File: src/rtl/bond_ifc_pkg.sv
// Shared helpers for the channel-bonding bridge: credit counter sizing and
// positional slice offsets used to carve wide buses into per-channel lanes.
package bond_ifc_pkg;

  function automatic int credit_w(input int depth);
    return $clog2(depth) + 1;
  endfunction

  function automatic int slice_lo(input int idx, input int w);
    return idx * w;
  endfunction

endpackage

File: src/rtl/bond_rdq.sv
// Per-channel show-ahead read-beat queue: head valid the cycle after push, no bubble on pop.
// Backpressure: a push while full is dropped and reported via full; pop while empty is ignored.
module bond_rdq #(
  parameter int DW    = 64,
  parameter int DEPTH = 16
) (
  input  logic          clk,
  input  logic          rst_n,
  input  logic          push,
  input  logic [DW-1:0] push_dat,
  input  logic          pop,
  output logic [DW-1:0] head_dat,
  output logic          full,
  output logic          empty
);
  localparam int PW = $clog2(DEPTH);

  logic [DW-1:0] mem_q [DEPTH];
  logic [PW:0]   wr_ptr_q, wr_ptr_d;
  logic [PW:0]   rd_ptr_q, rd_ptr_d;
  logic          push_ok, pop_ok;

  assign empty    = (wr_ptr_q == rd_ptr_q);
  assign full     = (wr_ptr_q[PW] != rd_ptr_q[PW]) && (wr_ptr_q[PW-1:0] == rd_ptr_q[PW-1:0]);
  assign head_dat = mem_q[rd_ptr_q[PW-1:0]];

  always_comb begin
    push_ok  = push & ~full;
    pop_ok   = pop & ~empty;
    wr_ptr_d = wr_ptr_q + (PW+1)'(push_ok);
    rd_ptr_d = rd_ptr_q + (PW+1)'(pop_ok);
  end

  always_ff @(posedge clk or negedge rst_n) begin
    if (!rst_n) begin
      wr_ptr_q <= '0;
      rd_ptr_q <= '0;
    end else begin
      wr_ptr_q <= wr_ptr_d;
      rd_ptr_q <= rd_ptr_d;
    end
  end

  // Storage needs no reset: the pointers define what is valid.
  always_ff @(posedge clk) begin
    if (push_ok) mem_q[wr_ptr_q[PW-1:0]] <= push_dat;
  end

endmodule

File: src/rtl/bond_ifc_n.sv
// Wide Avalon-MM slave bonded onto NCH narrow DDR masters; read beats realigned, 2-cycle latency.
// Backpressure: waitrequest until every channel has taken the command; reads also wait for queue credit.
module bond_ifc_n
  import bond_ifc_pkg::*;
#(
  parameter int NCH       = 2,
  parameter int CH_DW     = 64,
  parameter int AW        = 26,
  parameter int BCW       = 4,
  parameter int RDQ_DEPTH = 16
) (
  input  logic                     csi_clk,
  input  logic                     rsi_reset_n,
  input  logic [AW-1:0]            avs_slave_address,
  input  logic [NCH*CH_DW/8-1:0]   avs_slave_byteenable,
  input  logic                     avs_slave_read,
  input  logic                     avs_slave_write,
  input  logic [NCH*CH_DW-1:0]     avs_slave_writedata,
  input  logic [BCW-1:0]           avs_slave_burstcount,
  input  logic                     avs_slave_beginbursttransfer,
  output logic                     avs_slave_waitrequest,
  output logic [NCH*CH_DW-1:0]     avs_slave_readdata,
  output logic                     avs_slave_readdatavalid,
  output logic [NCH*AW-1:0]        avm_ddr_address,
  output logic [NCH*CH_DW/8-1:0]   avm_ddr_byteenable,
  output logic [NCH-1:0]           avm_ddr_read,
  output logic [NCH-1:0]           avm_ddr_write,
  output logic [NCH*CH_DW-1:0]     avm_ddr_writedata,
  output logic [NCH*BCW-1:0]       avm_ddr_burstcount,
  output logic [NCH-1:0]           avm_ddr_beginbursttransfer,
  input  logic [NCH-1:0]           avm_ddr_waitrequest,
  input  logic [NCH*CH_DW-1:0]     avm_ddr_readdata,
  input  logic [NCH-1:0]           avm_ddr_readdatavalid,
  output logic                     err_overflow
);
  localparam int CW = credit_w(RDQ_DEPTH);
  localparam int SW = ((CW > BCW) ? CW : BCW) + 1;

  logic [NCH-1:0]       done_q, done_d;
  logic [CW-1:0]        outst_q, outst_d;
  logic                 rd_vld_q, rd_vld_d;
  logic [NCH*CH_DW-1:0] rd_dat_q, rd_dat_d;
  logic                 err_q, err_d;

  logic                 cmd, rd_cmd, withhold, all_done, commit, pop;
  logic [SW-1:0]        credit_need;
  logic [NCH-1:0]       issue, accept_now, q_full, q_empty;
  logic [NCH*CH_DW-1:0] q_head;

  always_comb begin
    cmd         = avs_slave_read | avs_slave_write;
    rd_cmd      = avs_slave_read & ~avs_slave_write;
    credit_need = SW'(outst_q) + SW'(avs_slave_burstcount);
    // Credit is only checked before the first channel takes the read; after
    // that the stragglers must follow regardless.
    withhold    = rd_cmd & ~(|done_q) & (credit_need > SW'(RDQ_DEPTH));
    issue       = (cmd && !withhold && rsi_reset_n) ? ~done_q : '0;
    accept_now  = issue & ~avm_ddr_waitrequest;
    all_done    = &(done_q | accept_now);
    done_d      = all_done ? '0 : (done_q | accept_now);
    commit      = rd_cmd & ~(|done_q) & (|accept_now);
    pop         = &(~q_empty);
    outst_d     = outst_q + (commit ? CW'(avs_slave_burstcount) : '0) - CW'(pop);
    rd_vld_d    = pop;
    rd_dat_d    = pop ? q_head : rd_dat_q;
    err_d       = err_q | (|(avm_ddr_readdatavalid & q_full));
  end

  always_ff @(posedge csi_clk or negedge rsi_reset_n) begin
    if (!rsi_reset_n) begin
      done_q   <= '0;
      outst_q  <= '0;
      rd_vld_q <= 1'b0;
      rd_dat_q <= '0;
      err_q    <= 1'b0;
    end else begin
      done_q   <= done_d;
      outst_q  <= outst_d;
      rd_vld_q <= rd_vld_d;
      rd_dat_q <= rd_dat_d;
      err_q    <= err_d;
    end
  end

  assign avs_slave_waitrequest      = ~all_done;
  assign avs_slave_readdata         = rd_dat_q;
  assign avs_slave_readdatavalid    = rd_vld_q;
  assign err_overflow               = err_q;
  assign avm_ddr_read               = issue & {NCH{rd_cmd}};
  assign avm_ddr_write              = issue & {NCH{avs_slave_write}};
  assign avm_ddr_beginbursttransfer = issue & {NCH{avs_slave_beginbursttransfer}};
  assign avm_ddr_byteenable         = avs_slave_byteenable;
  assign avm_ddr_writedata          = avs_slave_writedata;

  for (genvar i = 0; i < NCH; i++) begin : g_ch
    localparam int DLO = slice_lo(i, CH_DW);

    assign avm_ddr_address[slice_lo(i, AW) +: AW]     = avs_slave_address;
    assign avm_ddr_burstcount[slice_lo(i, BCW) +: BCW] = avs_slave_burstcount;

    bond_rdq #(.DW(CH_DW), .DEPTH(RDQ_DEPTH)) u_rdq (
      .clk      (csi_clk),
      .rst_n    (rsi_reset_n),
      .push     (avm_ddr_readdatavalid[i]),
      .push_dat (avm_ddr_readdata[DLO +: CH_DW]),
      .pop      (pop),
      .head_dat (q_head[DLO +: CH_DW]),
      .full     (q_full[i]),
      .empty    (q_empty[i])
    );
  end

endmodule
File: config.mk
export PLATFORM = sky130hd
export DESIGN_NAME = bond_ifc_n
export DESIGN_NICKNAME = d
export VERILOG_FILES = /design/src/rtl/bond_ifc_pkg.sv /design/src/rtl/bond_rdq.sv /design/src/rtl/bond_ifc_n.sv
export SDC_FILE = /design/constraint.sdc
export NUM_CORES = 2
export LEC_CHECK = 0
export CAP_MARGIN = 40
export CELL_PAD_IN_SITES_DETAIL_PLACEMENT = 2
export CELL_PAD_IN_SITES_GLOBAL_PLACEMENT = 2
export CORE_ASPECT_RATIO = 1.4
export CORE_UTILIZATION = 47
export DETAILED_ROUTE_END_ITERATION = 16
export PLACE_DENSITY_LB_ADDON = 0.1
export RECOVER_POWER = 100
export SYNTH_ARGS = -nofsm -noshare
export SYNTH_HDL_FRONTEND = slang
export SYNTH_SLANG_ARGS = --single-unit
File: constraint.sdc
create_clock -name csi_clk -period 8.3 [get_ports csi_clk]
set_input_delay 1.245 -clock csi_clk [delete_from_list [all_inputs] [get_ports csi_clk]]
set_output_delay 1.245 -clock csi_clk [all_outputs]
set_load 0.1 [all_outputs]
==> results.sh <==
export IMPL_status="finished, violations left"
export IMPL_violations="capacitance limit, slew limit"
export IMPL_hold_path_class="reg2reg"
export IMPL_nNetsFinal=4232
export IMPL_area_growth_pct=15.2
export IMPL_final_core_util_pct=54.5
export IMPL_fin_crit_ps=7120
export IMPL_gp_congestion=0.754
export IMPL_critPathTopFamily="buffers and inverters"
export IMPL_synthCells=3522
export IMPL_syn_num_nets=3855
export IMPL_synth_top_area_cell="edfxtp_1"
export IMPL_drv_cap=62
export IMPL_synthTopCellsByArea="edfxtp_1 72%, mux4_2 17%, dfrtp_1 4.6%"
export IMPL_io_pins=652
export IMPL_die_w_um=361
export IMPL_viasPerCell=6.08
export IMPL_core_um2=180000
export IMPL_antenna_found_initial=42
export IMPL_htree_levels=4
export IMPL_whs_path_depth=1
export IMPL_crit_required_ps=7050
export IMPL_place_area_um2=92800
export IMPL_finalHoldViolCount=0
export IMPL_hpwl_um=134000
export IMPL_ys_seq_area_share_pct=76.9
export IMPL_power_leakage_uw=0.0312
export IMPL_rows=184
export IMPL_cp_max_fo=4
export IMPL_maxSlewHeadroom_pct=-162
export IMPL_cts_tree="done"
export IMPL_grt_usage_pct=26.0
export IMPL_postCtsSetupBuffers=0
export IMPL_synth_edf_count=2048
export IMPL_io_buffers=285
export IMPL_critPathSlowestCell="clkbuf_1"
export IMPL_cts_made_buffers=206
export IMPL_reg2reg_from="g_ch[1].u_rdq.rd_ptr_q[1]"
export IMPL_fin_setup_tns_ps=0
export IMPL_drc=0
export IMPL_n_fill_cell=14623
export IMPL_final_antenna_net_count=0
export IMPL_syn_area_um2=85000
export IMPL_power_density_nw_per_um2=385
export IMPL_final_area_um2=97900
export IMPL_via_count=38997
export IMPL_drt_iter0_drc=3228
export IMPL_cts_resized=0
export IMPL_use_met2_pct=45.1
export IMPL_min_from="g_ch[0].u_rdq.rd_ptr_q[4]"
export IMPL_grt_pass1_vias=43335
export IMPL_cts_sinks=2205
export IMPL_drive_above_1_share_pct=29.1
export IMPL_yosys_warnings=0
export IMPL_cp_startpoint="avs_slave_burstcount[0]"
export IMPL_crit_chain="dlygate4sd3_1 > ha_1 > fa_1 > a211oi_1 > nor3_1 > a211oi_1 > nand3_1 > o311ai_0 > a21bo_2 > clkdlybuf4s50_1 > clkbuf_1"
export IMPL_crit_cells=11
export IMPL_cp_arrival_ps=5880
export IMPL_ys_seq_elements=2205
export IMPL_clock_skew_final_ps=42.5
export IMPL_first_pass_iters=5
export IMPL_worstSetupStartpointType="input port"
export IMPL_yosys_area_top_type_share_pct=72.3
export IMPL_grt_ovfl_total=0
export IMPL_async_flop_share_pct=7.12
export IMPL_slew_violations=1697
export IMPL_hold_worst_slack_ps=492
export IMPL_clk_pin_slew_ps=60
export IMPL_syn_area_per_cell_um2=24.1
export IMPL_holdBufCountCts=0
export IMPL_grtUsageMet3_pct=7.04
export IMPL_wl_per_cell_um=36.6
export IMPL_finalSetupViolCount=0
export IMPL_yosysUniqueCellTypes=49
export IMPL_die_y_um=505
export IMPL_path_class="in2out"
export IMPL_critPathCaptureType="output port"
export IMPL_grt_start_max_net_pins=139
export IMPL_clkLatencyLatePin_ps=850
export IMPL_worst_pin_slew_ps=3920
export IMPL_min_period_over_period_pct=85.8
export IMPL_top_usage_layer="met2"
export IMPL_crit_buf_inv=3
export IMPL_initial_utilization_pct=47.4
export IMPL_irDropWorstVdd_v=0.000354
export IMPL_slowest_delay_ps=880
export IMPL_grt_pass1_wl_um=331000
export IMPL_synthFlopType="edfxtp_1"
export IMPL_grt_use_met1_pct=32.4
export IMPL_clock_root_buffer="clkbuf_16"
export IMPL_rsz0062_at_grt="no"
export IMPL_r2r_cells=9
export IMPL_fp_dieArea_um2=183000
export IMPL_path_common_cell="a211oi_1"
export IMPL_wirelength_um=235000
export IMPL_clock_fmax_mhz=140
export IMPL_clockBufferDepth=3
[cells in the final DEF (no fill, tap or decap), drive strengths merged, types with 20 or more instances in the layout]
cell and count:
clkdlybuf4s50 97, ha 20, dfrtp 157, bufinv 20, dlygate4sd3 184, buf 99
mux4 640, inv 29, nor2 25, clkbuf 445, mux2 128, edfxtp 2048
clkinv 71
[stage by stage]
step | instances | power (uW) | setup WS, ps
after detailed placement | 6016 | 29100 | 1960
after global placement | 5842 | 26800 | 1750
after global routing | 6409 | 39000 | 936
after floorplan | 3522 | 24200 | 1260
final | 6416 | 37700 | 1180
after CTS | 6405 | 38800 | 1930
[power by group]
group          internal [uW]  total, uW  switching (uW)  leakage, uW
Combinational           5870      13400            7520      0.00756
Sequential             13800      14700             888       0.0203
Clock                   5430       9610            4180      0.00334
[routing by layer]
| metal | part of all wire (%) | vias to the layer above |
|---|---|---|
| met1 | 39 | 21642 |
| met5 | 0.35 | - |
| met3 | 7.1 | 339 |
| met4 | 1.8 | 56 |
| li1 | - | 15458 |
| met2 | 52 | 1502 |
[cell type report]
class                      count  area, um^2  share of cell area (%)
tap                         2325        2910                    2.97
antenna                       11        27.5                  0.0281
inverter                      20        75.1                  0.0767
clock buffer                 287        5700                    5.82
timing repair buffer         539        5600                    5.72
sequential                  2205       65500                    66.8
multi-input combinational    927       17100                    17.4
clock inverter               102        1090                    1.11
[state kept, by name (all words and copies together) (netlist names)]
| register | flops |
|---|---|
| avs_slave_readdata | 128 |
| avs_slave_readdatavalid | 1 |
| done_q | 2 |
| err_overflow | 1 |
| g_ch.u_rdq.mem_q | 2048 |
| g_ch.u_rdq.rd_ptr_q | 10 |
| g_ch.u_rdq.wr_ptr_q | 10 |
| outst_q | 5 |
[kinds of logic (layout without fill, tap and decap cells)]
group | after synthesis | in the layout | share of synthesized area, %
simple gates | 87 | 87 | 0.534
buf+inv | 390 | 948 | 3.03
mux | 769 | 769 | 18.7
flops | 2205 | 2205 | 76.9
xor+xnor | 27 | 27 | 0.278
fa+ha+maj | 22 | 22 | 0.341
other cells | 0 | 11 | 0
compound gates | 22 | 22 | 0.174
[final timing paths]
kind,endpoint,slack [ps]
worst max-delay path,avs_slave_waitrequest,1180
worst min-delay path,g_ch[0].u_rdq.rd_ptr_q[4],490
worst max register to register,g_ch[1].u_rdq.mem_q[12][14],1200
worst min register to register,g_ch[0].u_rdq.rd_ptr_q[4],490
max in group asynchronous,g_ch[1].u_rdq.rd_ptr_q[2],1900
min in group asynchronous,avs_slave_readdata[101],1260
[synth_stat cells, types with 2 or more instances]
library cell	number
edfxtp_1	2048
mux4_2	632
buf_4	252
dfrtp_1	157
mux2_2	128
clkbuf_1	67
nor2_1	25
ha_1	20
inv_1	20
buf_1	19
buf_6	16
xor2_1	16
buf_2	14
nand2_1	12
nand3_1	12
xnor2_1	11
nor3_1	10
a21oi_1	8
mux4_1	8
nand2b_1	4
nor2b_1	4
a21o_1	3
nand3b_1	3
nand4b_1	3
nor4_1	3
a211oi_1	2
buf_12	2
fa_1	2
Power figures use the tool's default switching activity.
